--- config.mk ---
export PLATFORM = sky130hd
export DESIGN_NAME = fifo_umbral
export DESIGN_NICKNAME = d
export VERILOG_FILES = /design/src/rtl/fifo_umbral.sv
export SDC_FILE = /design/constraint.sdc
export NUM_CORES = 1
export LEC_CHECK = 0
export CORE_MARGIN = 4
export CORE_UTILIZATION = 50
export CTS_CLUSTER_SIZE = 20
export DETAILED_ROUTE_END_ITERATION = 7
export GPL_ROUTABILITY_DRIVEN = 0
export MAX_ROUTING_LAYER = met4
export PLACE_DENSITY = 0.7
export SLEW_MARGIN = 20
export SYNTH_ARGS = -nofsm -noshare
export SYNTH_HDL_FRONTEND = slang
export SYNTH_SLANG_ARGS = --single-unit
--- constraint.sdc ---
create_clock -name clk -period 2.65 [get_ports clk]
set_input_delay 0.3975 -clock clk [delete_from_list [all_inputs] [get_ports clk]]
set_output_delay 0.3975 -clock clk [all_outputs]
set_load 0.01 [all_outputs]
--- src/rtl/fifo_umbral.sv ---
// Synchronous FIFO with programmable almost-full/almost-empty thresholds and a
// sticky error flag for overflow/underflow attempts. Feeds the flow-control fsm.
module fifo_umbral #(
  parameter int DATA_WIDTH = 10,
  parameter int ADDR_WIDTH = 3
) (
  input  logic                  clk,
  input  logic                  reset,
  input  logic                  wr_enable,
  input  logic                  rd_enable,
  input  logic [DATA_WIDTH-1:0] data_in,
  input  logic [ADDR_WIDTH:0]   umbral_alto,
  input  logic [ADDR_WIDTH:0]   umbral_bajo,
  output logic [DATA_WIDTH-1:0] data_out,
  output logic                  full,
  output logic                  almost_full,
  output logic                  empty,
  output logic                  almost_empty,
  output logic                  error
);

  localparam int DEPTH = 2 ** ADDR_WIDTH;
  localparam logic [ADDR_WIDTH:0]   DEPTH_CNT = (ADDR_WIDTH + 1)'(DEPTH);
  localparam logic [ADDR_WIDTH:0]   CNT_ONE   = (ADDR_WIDTH + 1)'(1);
  localparam logic [ADDR_WIDTH-1:0] PTR_ONE   = ADDR_WIDTH'(1);

  logic [DATA_WIDTH-1:0] mem [DEPTH];
  logic [ADDR_WIDTH-1:0] wr_ptr;
  logic [ADDR_WIDTH-1:0] rd_ptr;
  logic [ADDR_WIDTH:0]   count;
  logic                  rd_ok;
  logic                  wr_ok;

  // A write into a full FIFO is only legal when a read frees a slot on the same edge.
  assign rd_ok = rd_enable && !empty;
  assign wr_ok = wr_enable && (!full || rd_ok);

  assign full         = (count == DEPTH_CNT);
  assign empty        = (count == '0);
  assign almost_full  = (count >= umbral_alto) && !full;
  assign almost_empty = (count <= umbral_bajo) && !empty;

  // Storage is deliberately not reset; pointers and count make stale words unreachable.
  always_ff @(posedge clk) begin
    if (wr_ok) begin
      mem[wr_ptr] <= data_in;
    end
  end

  always_ff @(posedge clk or negedge reset) begin
    if (!reset) begin
      wr_ptr   <= '0;
      rd_ptr   <= '0;
      count    <= '0;
      data_out <= '0;
      error    <= 1'b0;
    end else begin
      if (wr_ok) begin
        wr_ptr <= wr_ptr + PTR_ONE;
      end
      if (rd_ok) begin
        data_out <= mem[rd_ptr];
        rd_ptr   <= rd_ptr + PTR_ONE;
      end
      case ({wr_ok, rd_ok})
        2'b10:   count <= count + CNT_ONE;
        2'b01:   count <= count - CNT_ONE;
        default: count <= count;
      endcase
      if ((wr_enable && full && !rd_ok) || (rd_enable && empty)) begin
        error <= 1'b1;
      end
    end
  end

endmodule
* After elaboration in Yosys (flattened, before gate mapping)
Memories as Yosys holds them, arrays and structs flattened. A register that Yosys moved wholly into a read port is not among the register bits.
Index checks and enable logic that the tools add are counted.
** Word-level totals
- Memories kept :: 1
- Output and inout bits :: 15
- RAM bits :: 80
- Logic and storage cells :: 32
- Register bits after elaboration :: 11
- Input port bits :: 22
** Cells by class
- Multiplexer cells :: 3
- Reductions and logical operators :: 15
- Order comparisons :: 2
- Equal/unequal tests :: 3
- $add $sub $neg :: 4
** Memory list
- mem :: words 8, bits a word 10, read ports 1, clocked after Yosys merged registers in 1, wr ports 1, RTL line 27 : logic [DATA_WIDTH-1:0] mem [DEPTH];
** Operators with widths (number)
- 4-bit one-hot mux with 2 select lines :: 1
- 1-bit logical AND :: 7
- 3-bit by 1-bit adder with 3-bit output, second input constant :: 2
- 4-bit by 1-bit adder with 4-bit output, second input constant :: 1
- 4-bit == test, second input constant :: 1
- 4-bit greater-or-equal comparator :: 1
- 4-bit less-or-equal comparator :: 1
- 1-bit zero test :: 4
- 4-bit zero test :: 1
- 4-bit by 1-bit subtractor with 4-bit output, second input constant :: 1
- 2-bit by 1-bit == test with 1-bit output, second input constant :: 1
- 2-bit == test, second input constant :: 1
- 1-bit logical OR :: 2
- 1-bit 2-to-1 mux :: 2
- 2-bit nonzero test :: 1

* Depth between registers and ports, before layout
Gate-level depths: netlist (run 1).
- Depth in word-level cells :: 7
- Mapped depth :: 8
- Mapped depth without buffers :: 7

* Worst setup path before layout (run 1)
Ideal clock, no wire load.
- Path type :: input to register
- Start :: input port rd_enable
- End :: memory mem[0][0] (enable)
- Buffers on the path :: 1
- Setup slack :: 0.358 ns
- Library setup time :: 0.404 ns
- Required time :: 2.246 ns
- Cell stages on the path :: 3
- Data arrival time :: 1.889 ns
- Path through :: clkbuf_1 o21ai_4 nor4_1
** Between the ends
- Word-level cells in the longest chain between the ends :: 5
** Ends and longest elaborated chain
- start, declared :: RTL line 10 : input logic rd_enable,
- 1-bit logical AND :: RTL line 35 : assign rd_ok = rd_enable && !empty;
- 1-bit logical OR :: RTL line 36 : assign wr_ok = wr_enable && (!full || rd_ok);
- 1-bit logical AND :: RTL line 36
- 1-bit 2-to-1 mux :: RTL line 45 : if (wr_ok) begin
- 1-bit 2-to-1 mux (not written as such) :: RTL line 46 : mem[wr_ptr] <= data_in;
- end, declared :: RTL line 27
Every way passes these cells.

* Worst setup path after layout (run 1)
- Start :: register count[1]
- End :: output port full
** Between the ends
- Word-level cells in the longest chain between the ends :: 1
** Ends and longest elaborated chain
- start, declared :: RTL line 30 : logic [ADDR_WIDTH:0] count;
- start signal, assigned :: RTL line 66 : 2'b10: count <= count + CNT_ONE;
- start signal, assigned :: RTL line 67 : 2'b01: count <= count - CNT_ONE;
- start signal, assigned :: RTL line 68 : default: count <= count;
- 4-bit == test :: RTL line 38 : assign full = (count == DEPTH_CNT);
- end, declared :: RTL line 15 : output logic full,
Every way passes these cells.

==> results of run 1 <==
[registers in the layout, indices dropped and copies added, names as in the netlist]
| signal | flops |
|---|---|
| mem | 80 |
| data_out | 10 |
| count | 4 |
| rd_ptr | 3 |
| wr_ptr | 3 |
| error | 1 |
[timing repair]
action | 4_1_cts | 5_1_grt
buffers inserted | 0 | 1
gates cloned | 0 | 0
setup endpoints to repair | 1 | 1
resized for setup | 1 | 4
[power by group through the flow]
stage          Clock (uW)  Combinational (uW)  Sequential (uW)
6_report              936                1790             2310
4_1_cts               956                1800             2310
3_5_place_dp            0                1800             2350
3_3_place_gp            0                1750             2340
2_1_floorplan           0                1270             2260
5_1_grt              1010                1970             2360
[how the worst max path moves through the flow]
stage              startpoint           end  slack [ps]  cells after the start
3_3_place_gp   umbral_bajo[1]  almost_empty         -40                      8
6_report             count[1]          full         130                      4
3_5_place_dp   umbral_bajo[1]  almost_empty         -90                      8
2_1_floorplan       rd_enable     mem[0][0]         360                      3
5_1_grt              count[1]          full          60                      4
4_1_cts              count[0]   almost_full          20                      7
[per-stage QoR]
stage	hold WS, ps	total power, uW	TNS, ps	area (um^2)
global placement	462	4090	-35.7	4880
detailed placement	473	4150	-85.1	4880
finish	-25.5	5030	0	5080
floorplan	102	3530	0	4370
CTS	496	5070	0	5070
global route	4.41	5340	0	5080
[kinds of logic (layout without fill, tap and decap cells)]
logic type	Yosys count	after routing	share of synthesized area (%)
and+or+nand+nor	55	55	6.41
xor gates and xnor gates	4	4	0.801
AOI/OAI and AO/OA	49	49	8.13
buffers and inverters	25	80	3.38
muxes	46	46	11.2
adders and majority gates	11	11	3.15
DFF	101	101	67.0
[cell usage in the layout, fill, tap and decap left out, types with 5 or more instances in the layout]
cell	n
a221o_1	10
buf_4	17
clkbuf_8	9
clkdlybuf4s50_1	33
dfrtp_1	17
edfxtp_1	80
ha_1	11
inv_1	11
mux2_2	22
mux2i_1	24
nand2_1	20
nand2b_1	5
nor2_1	7
nor3_1	6
o21ai_0	7
o21ai_1	7
o22ai_1	10
[layer usage]
metal | up-vias | part of all wire (%)
met5 | - | 0
met4 | 0 | 0.75
met3 | 6 | 4.0
met2 | 45 | 49
met1 | 1238 | 46
li1 | 1211 | -
[layout make-up]
class | instances | area [um^2]
well taps | 105 | 131
clock inverters | 7 | 66.3
multi-input cells | 165 | 1300
fillers | 658 | 3260
inverters | 11 | 41.3
flip-flops and latches | 101 | 2930
clock buffers | 9 | 124
repair buffers | 53 | 484
[critical path, stage by stage (launching register included)]
cell and delay [ps]:
dfrtp_1 390, buf_4 180, or4b_4 580, inv_1 80, clkdlybuf4s50_1 530
==> out/metrics.csv, run 1 <==
stage;metric;value;unit
finish;Synth-to-Final Area Change;16.3;%
clock_tree;largest buffer count on any clock path;2;
detailed_routing;post-route ant nets;0;
clock_tree;CTS tree;yes;
global_route;GRT Util Overall;17.3;%
detailed_routing;DR DRC count;0;
placement;count of input and output buffers;36;
detailed_routing;routed via count;2500;
logic_synthesis;top post-synthesis cells by count;edfxtp_1 (80), mux2i_1 (24), mux2_2 (22);
logic_synthesis;Post-synth EDFFs;80;
power;Net Sw Frac;34.0;%
setup_path;critical path class;reg -> out;
finish;Finished Layout Cells;451;
setup_path;reg-to-reg startpoint;count[3];
timing;final hold viol count;21;
finish;n_diodes;0;
logic_synthesis;Synth async-reset ratio;20.8;%
logic_synthesis;Synth area leader;edfxtp_1;
logic_synthesis;cells after synthesis;291;
setup_path;R2R Path End;mem[6][6];
power;P_int;3320;uW
clock_tree;total CTS buffers;9;
global_route;GR Util met1;22.2;%
logic_synthesis;#FFs+latches synth;101;
timing;Worst-Margin Slew;973;ps
clock_tree;Clock Latency Late Sink;370;ps
setup_path;CP Max Fanout;12;
logic_synthesis;syn_area_per_cell;15.0;um^2
logic_synthesis;top-area cell type share of the netlist area;55.0;%
logic_synthesis;most frequent cell after synthesis;edfxtp_1;
placement;pre-CTS setup slack;-85.1;ps
detailed_routing;Initial DRT Pass Iterations;4;
outcome;status;finished, violations left;
setup_path;worst reg-to-reg path cell count;4;
timing;unrepaired setup endpoints after global routing;no;
timing;Final min period;2520;ps
clock_tree;Hold-fix buffers, CTS;0;
setup_path;R2R setup slack;470;ps
power;Net Sw Power;1710;uW
detailed_routing;WL per Instance;18.0;um
global_route;met3 Use GR;3.58;%
global_route;met2 Track Usage GR;27.7;%
logic_synthesis;Netlist cell types;41;
timing;f_max;398;MHz
die;Die W;102;um
die;die area;10300;um^2
logic_synthesis;post-synthesis sequential area ratio;67.0;%
detailed_routing;Avg Vias per Cell;5.54;
power;Max VDD drop;446;uV
power;Static Leak;0.00191;uW
die;row cnt;33;
clock_tree;clock transition at the registers of the reported paths;100;ps
timing;final hold slack;-25.5;ps
finish;share of cells above drive strength 1;19.7;%
setup_path;worst path arrival time;2120;ps
run;Max Cap Violations;0;
power;Flop pwr share;45.8;%
min_path;worst min-delay path category;in -> async;
die;die height;102;um
timing;fin crit share;94.9;%
clock_tree;clk root buf;clkbuf_8;
timing;worst setup margin;135;ps
logic_synthesis;Mapped Nets;324;
detailed_routing;routed wire length;8100;um
global_route;vias in the first global route;2481;
setup_path;CP Capture Type;output pin;
placement;placed insts;434;
setup_path;CP Launch Type;flip-flop;
global_route;pin count of the biggest net entering global routing;27;
finish;fin util;60.9;%
global_route;GRT Residual Overflow;0;
power;Comb power frac;35.6;%
die;Top Ports;37;
logic_synthesis;Area contributors post-synth;edfxtp_1 (55%), dfrtp_1 (12%), mux2_2 (5.7%);
die;core area;8340;um^2
logic_synthesis;Synth Cell Area;4370;um^2
timing;clock skew;16.8;ps
timing;final setup fails;0;
global_route;first-pass GRT wire length;12900;um
detailed_routing;Iter 0 DRT Violations;87;
timing;normalized max-slew margin;34.9;%
die;Starting Density;52.4;%
global_route;GR peak layer;met2;
power;clock share of power;18.6;%
placement;hpwl dp;5470;um
power;Pwr Density;991;nW/um^2
logic_synthesis;Syn. warnings;0;
timing;Slew Viols, Final;0;
clock_tree;clk sink count;101;
finish;Final nets;374;
outcome;failing checks;hold timing;
logic_synthesis;top_reg_cell synth;edfxtp_1;
global_route;initial antenna violation count;0;
setup_path;Worst EP required;2250;ps
clock_tree;htree depth;3;
Note: power is estimated with default switching activity, not from simulation.
==> run 2: changes to the inputs <==
TNS_END_PERCENT = 5   (was not set)
==> results of run 2 <==
Final layout, timing and power as in run 1 (identical DEF).
